## config.mk

```make
export PLATFORM = sky130hd
export DESIGN_NAME = reg_sweep_driver
export DESIGN_NICKNAME = d
export VERILOG_FILES = /design/src/rtl/reg_sweep_pkg.sv /design/src/rtl/sweep_lfsr.sv /design/src/rtl/reg_sweep_driver.sv
export SDC_FILE = /design/constraint.sdc
export NUM_CORES = 1
export LEC_CHECK = 0
export ABC_AREA = 1
export BUFFER_PORTS_ARGS = -buffer_cell sky130_fd_sc_hd__buf_2
export CAP_MARGIN = 25
export CORE_MARGIN = 4
export CORE_UTILIZATION = 39
export CTS_BUF_LIST = sky130_fd_sc_hd__clkbuf_16
export DETAILED_ROUTE_END_ITERATION = 10
export PLACE_DENSITY = 0.69
export SYNTH_ARGS = -nofsm -noshare
export SYNTH_HDL_FRONTEND = slang
export SYNTH_SLANG_ARGS = --single-unit
```

## constraint.sdc

```tcl
create_clock -name clk -period 3.1 [get_ports clk]
set_input_delay 0.31 -clock clk [delete_from_list [all_inputs] [get_ports clk]]
set_output_delay 0.31 -clock clk [all_outputs]
set_load 0.1 [all_outputs]
```

## src/rtl/reg_sweep_pkg.sv

```systemverilog
// Shared types and LFSR helper for the register sweep driver.
package reg_sweep_pkg;

    typedef enum logic [2:0] {
        S_IDLE = 3'd0,
        S_WR   = 3'd1,
        S_RD   = 3'd2,
        S_WAIT = 3'd3,
        S_CHK  = 3'd4,
        S_FIN  = 3'd5
    } state_e;

    typedef enum logic [1:0] {
        M_WR    = 2'd0,
        M_WRRD  = 2'd1,
        M_INTLV = 2'd2
    } mode_e;

    // Galois feedback mask for x^32 + x^22 + x^2 + x + 1 (right-shifting form)
    localparam logic [31:0] LFSR_TAPS = 32'h8020_0003;

    function automatic logic [31:0] lfsr_step(input logic [31:0] s);
        logic [31:0] n;
        n = {1'b0, s[31:1]};
        if (s[0]) begin
            n = n ^ LFSR_TAPS;
        end else begin
            n = n;
        end
        return n;
    endfunction

    // Mode code 3 has no meaning of its own and runs as a plain write sweep
    function automatic mode_e decode_mode(input logic [1:0] m);
        mode_e r;
        case (m)
            2'd1:    r = M_WRRD;
            2'd2:    r = M_INTLV;
            default: r = M_WR;
        endcase
        return r;
    endfunction

endpackage

```

## src/rtl/sweep_lfsr.sv

```systemverilog
// Seeded 32-bit LFSR with reload and step; reload and step in the same cycle
// yields the first successor of the seed.
module sweep_lfsr
    import reg_sweep_pkg::*;
#(
    parameter logic [31:0] SEED = 32'hACE1_2468
) (
    input  logic        clk,
    input  logic        reset,
    input  logic        load,
    input  logic        advance,
    output logic [31:0] value
);

    logic [31:0] value_r;
    logic [31:0] base_s;
    logic [31:0] value_s;

    // Next LFSR value from the optional reload followed by the optional step
    always_comb begin
        base_s  = value_r;
        value_s = value_r;
        if (load) begin
            base_s = SEED;
        end else begin
            base_s = value_r;
        end
        if (advance) begin
            value_s = lfsr_step(base_s);
        end else begin
            value_s = base_s;
        end
    end

    // LFSR state register
    always_ff @(posedge clk or negedge reset) begin
        if (!reset) begin
            value_r <= SEED;
        end else begin
            value_r <= value_s;
        end
    end

    assign value = value_r;

endmodule

```

## src/rtl/reg_sweep_driver.sv

```systemverilog
// Register-bus sweep generator: writes an LFSR pattern across a strided
// address range and optionally reads each register back and checks it.
module reg_sweep_driver
    import reg_sweep_pkg::*;
#(
    parameter int unsigned        DATA_W   = 32,
    parameter int unsigned        ADDR_W   = 8,
    parameter int unsigned        REQ_W    = 2,
    parameter int unsigned        NUM_REGS = 64,
    parameter int unsigned        STRIDE   = 4,
    parameter logic [ADDR_W-1:0]  BASE     = {ADDR_W{1'b0}},
    parameter int unsigned        RD_LAT   = 1,
    parameter logic [31:0]        SEED     = 32'hACE1_2468,
    parameter logic [DATA_W-1:0]  CHK_MASK = {DATA_W{1'b1}}
) (
    input  logic              clk,
    input  logic              reset,
    input  logic              start,
    input  logic [1:0]        mode,
    output logic [REQ_W-1:0]  req,
    output logic              wnr,
    output logic [ADDR_W-1:0] address,
    output logic [DATA_W-1:0] data_out,
    input  logic [DATA_W-1:0] rd_data,
    output logic              busy,
    output logic              done,
    output logic [15:0]       err_count,
    output logic [ADDR_W-1:0] first_err
);

    localparam int unsigned       IDX_W    = (NUM_REGS > 1) ? $clog2(NUM_REGS) : 1;
    localparam logic [IDX_W-1:0]  LAST_IDX = IDX_W'(NUM_REGS - 1);
    localparam logic [IDX_W-1:0]  IDX_ONE  = IDX_W'(1);
    localparam int unsigned       LAT_W    = (RD_LAT > 1) ? $clog2(RD_LAT) : 1;
    localparam logic [LAT_W-1:0]  LAT_INIT = LAT_W'(RD_LAT - 1);
    localparam logic [LAT_W-1:0]  LAT_ONE  = LAT_W'(1);
    localparam logic [ADDR_W-1:0] STEP     = ADDR_W'(STRIDE);
    localparam logic [DATA_W-1:0] SEED_D   = DATA_W'(SEED);

    state_e              state_r, state_s;
    mode_e               mode_r, mode_s;
    logic [IDX_W-1:0]    idx_r, idx_s;
    logic [LAT_W-1:0]    lat_r, lat_s;
    logic [ADDR_W-1:0]   address_r, address_s;
    logic [REQ_W-1:0]    req_r, req_s;
    logic                wnr_r, wnr_s;
    logic [DATA_W-1:0]   data_out_r, data_out_s;
    logic [DATA_W-1:0]   hold_r, hold_s;
    logic                busy_r, busy_s;
    logic                done_r, done_s;
    logic [15:0]         err_count_r, err_count_s;
    logic [ADDR_W-1:0]   first_err_r, first_err_s;

    logic                wr_load_s, wr_adv_s, exp_load_s, exp_adv_s;
    logic [31:0]         wr_value, exp_value;
    logic [DATA_W-1:0]   expected_s;
    logic                mism_s;

    // Write data source: holds the next value to be put on data_out
    sweep_lfsr #(.SEED(SEED)) u_wr_lfsr (
        .clk     (clk),
        .reset   (reset),
        .load    (wr_load_s),
        .advance (wr_adv_s),
        .value   (wr_value)
    );

    // Expected-value source for the write-all-then-read-all readback pass
    sweep_lfsr #(.SEED(SEED)) u_exp_lfsr (
        .clk     (clk),
        .reset   (reset),
        .load    (exp_load_s),
        .advance (exp_adv_s),
        .value   (exp_value)
    );

    // Readback comparison against the expected value, restricted to checked bits
    always_comb begin
        expected_s = exp_value[DATA_W-1:0];
        if (mode_r == M_INTLV) begin
            expected_s = hold_r;
        end else begin
            expected_s = exp_value[DATA_W-1:0];
        end
        mism_s = |((rd_data ^ expected_s) & CHK_MASK);
    end

    // Next-state and next-output logic; bus outputs are computed for the cycle being entered
    always_comb begin
        state_s     = state_r;
        mode_s      = mode_r;
        idx_s       = idx_r;
        lat_s       = lat_r;
        address_s   = address_r;
        req_s       = {REQ_W{1'b0}};
        wnr_s       = 1'b0;
        data_out_s  = data_out_r;
        hold_s      = hold_r;
        busy_s      = busy_r;
        done_s      = 1'b0;
        err_count_s = err_count_r;
        first_err_s = first_err_r;
        wr_load_s   = 1'b0;
        wr_adv_s    = 1'b0;
        exp_load_s  = 1'b0;
        exp_adv_s   = 1'b0;
        case (state_r)
            S_IDLE: begin
                if (start) begin
                    state_s     = S_WR;
                    mode_s      = decode_mode(mode);
                    idx_s       = {IDX_W{1'b0}};
                    address_s   = BASE;
                    req_s       = {REQ_W{1'b1}};
                    wnr_s       = 1'b1;
                    data_out_s  = SEED_D;
                    busy_s      = 1'b1;
                    err_count_s = 16'd0;
                    first_err_s = {ADDR_W{1'b0}};
                    wr_load_s   = 1'b1;
                    wr_adv_s    = 1'b1;
                    exp_load_s  = 1'b1;
                end else begin
                    state_s = S_IDLE;
                end
            end
            S_WR: begin
                hold_s = data_out_r;
                if (mode_r == M_INTLV) begin
                    state_s = S_RD;
                    req_s   = {REQ_W{1'b1}};
                end else if (idx_r != LAST_IDX) begin
                    idx_s      = idx_r + IDX_ONE;
                    address_s  = address_r + STEP;
                    req_s      = {REQ_W{1'b1}};
                    wnr_s      = 1'b1;
                    data_out_s = wr_value[DATA_W-1:0];
                    wr_adv_s   = 1'b1;
                end else if (mode_r == M_WRRD) begin
                    state_s    = S_RD;
                    idx_s      = {IDX_W{1'b0}};
                    address_s  = BASE;
                    req_s      = {REQ_W{1'b1}};
                    exp_load_s = 1'b1;
                end else begin
                    state_s = S_FIN;
                end
            end
            S_RD: begin
                if (RD_LAT == 1) begin
                    state_s = S_CHK;
                end else begin
                    state_s = S_WAIT;
                    lat_s   = LAT_INIT;
                end
            end
            S_WAIT: begin
                if (lat_r <= LAT_ONE) begin
                    state_s = S_CHK;
                end else begin
                    lat_s = lat_r - LAT_ONE;
                end
            end
            S_CHK: begin
                exp_adv_s = 1'b1;
                if (mism_s) begin
                    if (err_count_r != 16'hFFFF) begin
                        err_count_s = err_count_r + 16'd1;
                    end else begin
                        err_count_s = err_count_r;
                    end
                    if (err_count_r == 16'd0) begin
                        first_err_s = address_r;
                    end else begin
                        first_err_s = first_err_r;
                    end
                end else begin
                    err_count_s = err_count_r;
                end
                if (idx_r == LAST_IDX) begin
                    state_s = S_FIN;
                end else begin
                    idx_s     = idx_r + IDX_ONE;
                    address_s = address_r + STEP;
                    req_s     = {REQ_W{1'b1}};
                    if (mode_r == M_INTLV) begin
                        state_s    = S_WR;
                        wnr_s      = 1'b1;
                        data_out_s = wr_value[DATA_W-1:0];
                        wr_adv_s   = 1'b1;
                    end else begin
                        state_s = S_RD;
                    end
                end
            end
            S_FIN: begin
                state_s = S_IDLE;
                done_s  = 1'b1;
                busy_s  = 1'b0;
            end
            default: begin
                state_s = S_IDLE;
                busy_s  = 1'b0;
            end
        endcase
    end

    // State, counters and registered outputs
    always_ff @(posedge clk or negedge reset) begin
        if (!reset) begin
            state_r     <= S_IDLE;
            mode_r      <= M_WR;
            idx_r       <= {IDX_W{1'b0}};
            lat_r       <= {LAT_W{1'b0}};
            address_r   <= BASE;
            req_r       <= {REQ_W{1'b0}};
            wnr_r       <= 1'b0;
            data_out_r  <= {DATA_W{1'b0}};
            hold_r      <= {DATA_W{1'b0}};
            busy_r      <= 1'b0;
            done_r      <= 1'b0;
            err_count_r <= 16'd0;
            first_err_r <= {ADDR_W{1'b0}};
        end else begin
            state_r     <= state_s;
            mode_r      <= mode_s;
            idx_r       <= idx_s;
            lat_r       <= lat_s;
            address_r   <= address_s;
            req_r       <= req_s;
            wnr_r       <= wnr_s;
            data_out_r  <= data_out_s;
            hold_r      <= hold_s;
            busy_r      <= busy_s;
            done_r      <= done_s;
            err_count_r <= err_count_s;
            first_err_r <= first_err_s;
        end
    end

    assign req       = req_r;
    assign wnr       = wnr_r;
    assign address   = address_r;
    assign data_out  = data_out_r;
    assign busy      = busy_r;
    assign done      = done_r;
    assign err_count = err_count_r;
    assign first_err = first_err_r;

endmodule

```

# Word level (Yosys, flattened, before mapping)
# Cells that the tools add are included.
[op_classes]
add_sub_neg = 4
magnitude_cmp = 1
eq_ne = 23
muxes = 62
bitwise = 5
reduce_logical = 14
[ops]
columns = ["op", "count"]
rows = [
  ["32-bit 2-to-1 mux", 12],
  ["32-bit one-hot mux with 3 select lines", 1],
  ["8-bit 2-to-1 mux", 7],
  ["16-bit 2-to-1 mux", 3],
  ["16-bit one-hot mux with 2 select lines", 1],
  ["32-bit OR reduction", 1],
  ["32-bit XOR", 1],
  ["6-bit 2-to-1 mux", 5],
  ["8-bit one-hot mux with 3 select lines", 1],
  ["2-bit inequality test, second input constant", 9],
  ["6-bit one-hot mux with 3 select lines", 1],
  ["16-bit by 1-bit adder with 16-bit output, second input constant", 1],
  ["16-bit logical NOT", 1],
  ["16-bit inequality test, second input constant", 1],
  ["8-bit one-hot mux with 2 select lines", 1],
  ["3-bit 2-to-1 mux", 5],
  ["3-bit one-hot mux with 5 select lines", 1],
  ["1-bit 2-to-1 mux", 13],
  ["2-bit 2-to-1 mux", 6],
  ["8-bit by 3-bit adder with 8-bit output, second input constant", 1],
  ["3-bit NOT with 4-bit output", 2],
  ["2-bit AND reduction", 4],
  ["4-bit AND reduction", 2],
  ["6-bit by 1-bit adder with 6-bit output, second input constant", 1],
  ["21 further kinds", 28],
]
[totals]
register_bits = 177
in_bits = 37

# Depth between registers and ports, before layout
[depth]
ltp_word = 9
depth_mapped = 19
ltp_nobuf = 16

# By module
# A second synthesis with hierarchy kept.
[hier_totals]
cells_unflattened = 1134
area_unflattened_um2 = 8912.3
[by_module_without_submodules]
columns = ["mod", "n_inst", "cells_per_inst", "area_per_inst_um2", "seq_area_each_um2"]
rows = [
  ["reg_sweep_driver", 1, 842, 6109.6, 2702.6],
  ["sweep_lfsr", 2, 146, 1401.3, 817.0],
]

# Worst setup path before layout
# OpenSTA, ideal clock, no wires.
[synth_timing]
kind = "register to register"
from = "register err_count_r[0], in the netlist err_count[0]"
to = "register err_count_r[11], in the netlist err_count[11]"
setup_time_ns = 0.123
arrival_time_ns = 2.351
t_required_ns = 2.977
path_slack_ns = 0.626
stages_incl_launch_ff = 10
path_buffers = 1
path_cell_list = "dfrtp_1 ha_1 nand3_1 inv_1 nand4_1 nor2_1 a21oi_2 clkbuf_1 nand4_1 nand2_1"
[synth_via]
elab_chain_cells = 4
[synth_lines]
columns = ["item", "line", "rtl"]
rows = [
  ["start: declaration", "reg_sweep_driver.sv:51", "logic [15:0] err_count_r, err_count_s;"],
  ["start signal: assignment", "reg_sweep_driver.sv:236", "err_count_r <= err_count_s;"],
  ["16-bit by 1-bit adder with 16-bit output", "reg_sweep_driver.sv:168", "err_count_s = err_count_r + 16'd1;"],
  ["16-bit 2-to-1 mux", "reg_sweep_driver.sv:167", "if (err_count_r != 16'hFFFF) begin"],
  ["16-bit 2-to-1 mux", "reg_sweep_driver.sv:166", "if (mism_s) begin"],
  ["16-bit one-hot mux with 2 select lines", "reg_sweep_driver.sv:107", "case (state_r)"],
]
# Parallel ways exist; a longest one is shown, timed or not. The select of a mux whose other input is x is not followed.
# A chain may end at the register's enable or synchronous reset.

# Worst setup path after layout
[layout_timing]
from = "register mode_r[0]"
to = "register first_err_r[7], in the netlist first_err[7]"
[layout_via]
elab_chain_cells = 6
[layout_lines]
columns = ["item", "line", "rtl"]
rows = [
  ["start: declaration", "reg_sweep_driver.sv:41", "mode_e mode_r, mode_s;"],
  ["start signal: assignment", "reg_sweep_driver.sv:226", "mode_r <= mode_s;"],
  ["2-bit equality test", "reg_sweep_driver.sv:80", "if (mode_r == M_INTLV) begin"],
  ["32-bit 2-to-1 mux", "reg_sweep_driver.sv:80", ""],
  ["32-bit XOR", "reg_sweep_driver.sv:85", "mism_s = |((rd_data ^ expected_s) & CHK_MASK);"],
  ["32-bit OR reduction", "reg_sweep_driver.sv:85", ""],
  ["2-bit inequality test (no source line)", "--", ""],
  ["4-bit AND reduction (no source line)", "--", ""],
  ["end signal: assignment", "reg_sweep_driver.sv:223", "first_err_r <= {ADDR_W{1'b0}};"],
  ["end signal: assignment", "reg_sweep_driver.sv:237", "first_err_r <= first_err_s;"],
  ["end: declaration", "reg_sweep_driver.sv:52", "logic [ADDR_W-1:0] first_err_r, first_err_s;"],
]
# Every way passes these cells.

==> results by group <==
Floorplan
  • Die area: between 0.02 and 0.025 mm2
  • Core Region: 0.0213 mm2
  • Num ports: 106
  • Die Ht: 156 um
  • FP Rows: 53
  • Initial Util: 40.1%
  • Die width: 156 um

Clocking
  • Clock buffer depth: 2
  • Clk pin slew, worst setup/hold paths: 0.07 ns
  • CTS tree: done
  • CTS HTree Levels: 4
  • Root Buffer: clkbuf_16
  • Post-CTS Setup Bufs: 0
  • Total CTS buffers: 17
  • CTS sink count: approximately 170
  • Clk_lat worst skew: 0.43 ns

STA
  • Crit path time final: 2.65 ns
  • Final Worst Setup Slack: 0.452 ns
  • Fin. max-slew vios: 0
  • Worst clock skew: 0.0133 ns
  • RSZ-0062 raised after global routing: no
  • Slew at the pin closest to its max-slew limit: 0.735 ns
  • Number of setup violations in the final report: 0
  • Setup tns final: 0 ns
  • Hold Vio Cnt, Final: 0
  • Slew HR: about half
  • Period Utilization, post-route: 85.4%
  • Hold_ws: 0.106 ns
  • Max Clk Rate: 378 MHz

Yosys
  • Mapped Area: 0.00853 mm2
  • Post-synth EDFFs: 0
  • Synth area leader: dfrtp_1
  • Netlist cell types: 43
  • Area contributors post-synth: dfrtp_1 43%, nand2_1 14%, dfstp_2 8.0%
  • Avg Inst Size Synth: 7.98 um2
  • Ys async rst share: 100%
  • YS warnings: 0
  • Cells after Synth: 1,070
  • Seq cells post-synth: 172
  • Area share of the largest cell type after synthesis: 42.8%
  • Sequential area share after synthesis: between 50 and 60%
  • Most used DFF post-synth: dfrtp_1

Worst setup path
  • Required @ worst endpoint: 3.46 ns
  • Crit Path Category: register to register
  • Critical path arrival: 3.01 ns
  • Crit end category: register
  • CP Launch Type: register
  • Crit Path Max Fanout: 32

Power
  • P_leak: 4.79 nW
  • Total power: 4.43 mW
  • Pwr/cell area: 449 mW/mm2
  • Max VDD drop: 0.000352 V

Place
  • Area after DPL: between 0.009 and 0.01 mm2
  • Dpl ws: 0.474 ns
  • GPL Wtd Cong: 0.878
  • Cell count after placement: around 1,400
  • Hpwl dp: 14,600 um
  • PortBufs: 103

Drt
  • Final Routed Wirelength: just over 20,000 um
  • Drt pass-1 iters: 5
  • Drt initial violations: approximately 450
  • Drt drc: 0
  • Via-per-instance ratio: 5.06
  • Final ANT Viol Nets: 0
  • Via count: 7,318
  • WL/cell: 14.3 um

Finish
  • Non-filler instance count after layout: 1,447
  • ANT cells: 0
  • Synthesis-to-layout area growth: 15.5%
  • Final net count: 1,202
  • Design area: 0.00986 mm2
  • Final core utilization: 46.3%
  • Share of cells above drive strength 1: 16.9%
  • Filler cell count: around 2,100

Global routing
  • Met2 usage in global routing: between 20% and 30%
  • Met1 Use GR: about a quarter
  • Met3 usage: 3.99%
  • Grt ovf: 0
  • First-pass GRT wire length: 34,300 um
  • Largest net degree at the start of global routing: 75
  • Vias in the first global route: 6,752
  • Tot GR Track Use: 17.3%
  • Antenna violations before repair: 1
  • Gr busiest metal: met2

Status
  • Status: finished, final reports clean

Job
  • Max-cap viol count: 0

Hold path
  • Hold Path Class: input pin to register
-- cells by family (layout without fill, tap and decap cells) --
family / after synthesis / in the layout / synth area share [%]
simple gates: 512 / 512 / 25.8
compound gates: 191 / 191 / 12.2
buf+inv: 174 / 275 / 8.78
flops: 172 / 172 / 50.8
xor+xnor: 13 / 13 / 1.33
fa+ha+maj: 6 / 6 / 0.880
other cells: 1 / 2 / 0.0439
mux: 1 / 1 / 0.117
-- cell usage in the layout (no fill, tap or decap), types with 2 or more instances in the layout --
master     synthesis  routed
nand3_2            2       2
clkbuf_16          0      17
nor2_1            72      72
o211ai_1           4       4
o31ai_1           11      11
nand4_1           33      33
buf_2              9     102
ha_1               6       6
buf_4              8      19
o21ai_0          131     131
inv_2              4       4
dfrtp_1          146     146
o21ai_1            8       8
xnor2_1            3       3
inv_6              0       4
nand2_2            3       3
nand3b_1          10      10
a31oi_1            9       9
dfstp_2           26      26
a21oi_1           19      19
nor2_4             2       2
nor2_2             2       2
buf_12             0       2
a21oi_2            2       2
inv_1            111     111
clkinv_1           2       4
conb_1             1       2
clkinv_2           0       3
nor3_1            11      11
nand2_1          308     308
clkinv_4           0       2
xor2_1            10      10
nor4_1             3       3
nand3_1           64      64
-- area by class of cell --
class	count	area, um2	share of cell area (%)
multi-input cells	725	3450	35.0
repair buffers	125	714	7.25
inverters	118	445	4.52
clock buffers	17	425	4.32
well taps	275	344	3.49
clock inverters	15	140	1.42
flip-flops and latches	172	4340	44.0
-- what timing repair did --
| item | in CTS | in global routing |
|---|---|---|
| gates resized for setup | 0 | 0 |
| hold buffers | 1 | 0 |
| hold endpoints to repair | 51 | 0 |
-- worst max-delay path, stage by stage (launching register included) --
cell      delay [ns]
dfrtp_1         0.38
inv_1           0.06
ha_1            0.24
inv_4           0.27
nand2_1         0.16
nand2_1         0.09
nand2_1         0.04
nand2_1         0.05
nand3b_1        0.08
nor2_1          0.16
nand2_1         0.07
nor2_1          0.14
nand2_2         0.34
nand3_1         0.34
nand2_1         0.09
nand2_1         0.07
-- state kept, by name, summed over array words and instances (netlist names) --
register	cells
address	6
busy	1
data_out	32
done	1
err_count	16
first_err	7
hold_r	32
idx_r	6
mode_r	2
req	1
state_r	3
u_exp_lfsr.value	32
u_wr_lfsr.value	32
wnr	1
-- power breakdown --
part	total (mW)	internal, mW	switching (mW)
logic	0.126	0.0373	0.0883
registers	2.25	2.25	0.0000000483
clock network	2.06	1.12	0.938
-- cells in the mapped netlist, types with 2 or more instances --
cell,instances
a31oi_1,9
nor2_4,2
o21ai_0,131
nor2_2,2
nand3_1,64
dfrtp_1,146
nand3b_1,10
ha_1,6
buf_2,9
clkinv_1,2
a21oi_1,19
o31ai_1,11
xor2_1,10
nand2_2,3
nor3_1,11
nand2_1,308
o21ai_1,8
nand3_2,2
inv_1,111
dfstp_2,26
buf_4,8
nor2_1,72
buf_1,2
o211ai_1,4
nor4_1,3
inv_2,4
buf_6,7
clkbuf_1,30
a21oi_2,2
xnor2_1,3
nand4_1,33
-- final timing paths --
kind | endpoint | depth (start not counted) | startpoint | slack [ns]
setup / recovery | first_err[7]$_DFFE_PN0P_ | 15 | mode_r[0]$_DFFE_PN0N_ | 0.45
hold / removal | mode_r[0]$_DFFE_PN0N_ | 2 | mode[1] | 0.11
setup reg to reg | first_err[7]$_DFFE_PN0P_ | 15 | mode_r[0]$_DFFE_PN0N_ | 0.45
hold reg to reg | first_err[4]$_DFFE_PN0P_ | 2 | first_err[4]$_DFFE_PN0P_ | 0.47
max in group asynchronous | u_wr_lfsr.value[29]$_DFF_PN1_ | 3 | reset | 1.83
min in group asynchronous | err_count[4]$_DFFE_PN0P_ | 2 | reset | 0.45
-- layer usage --
metal  part of all wire (%)  vias up
met2                     46      170
met1                     48     3463
met5                  0.063        -
met4                    1.2        2
li1                       -     3665
met3                    5.2       18
No activity file was read; power rests on OpenSTA's default activity.
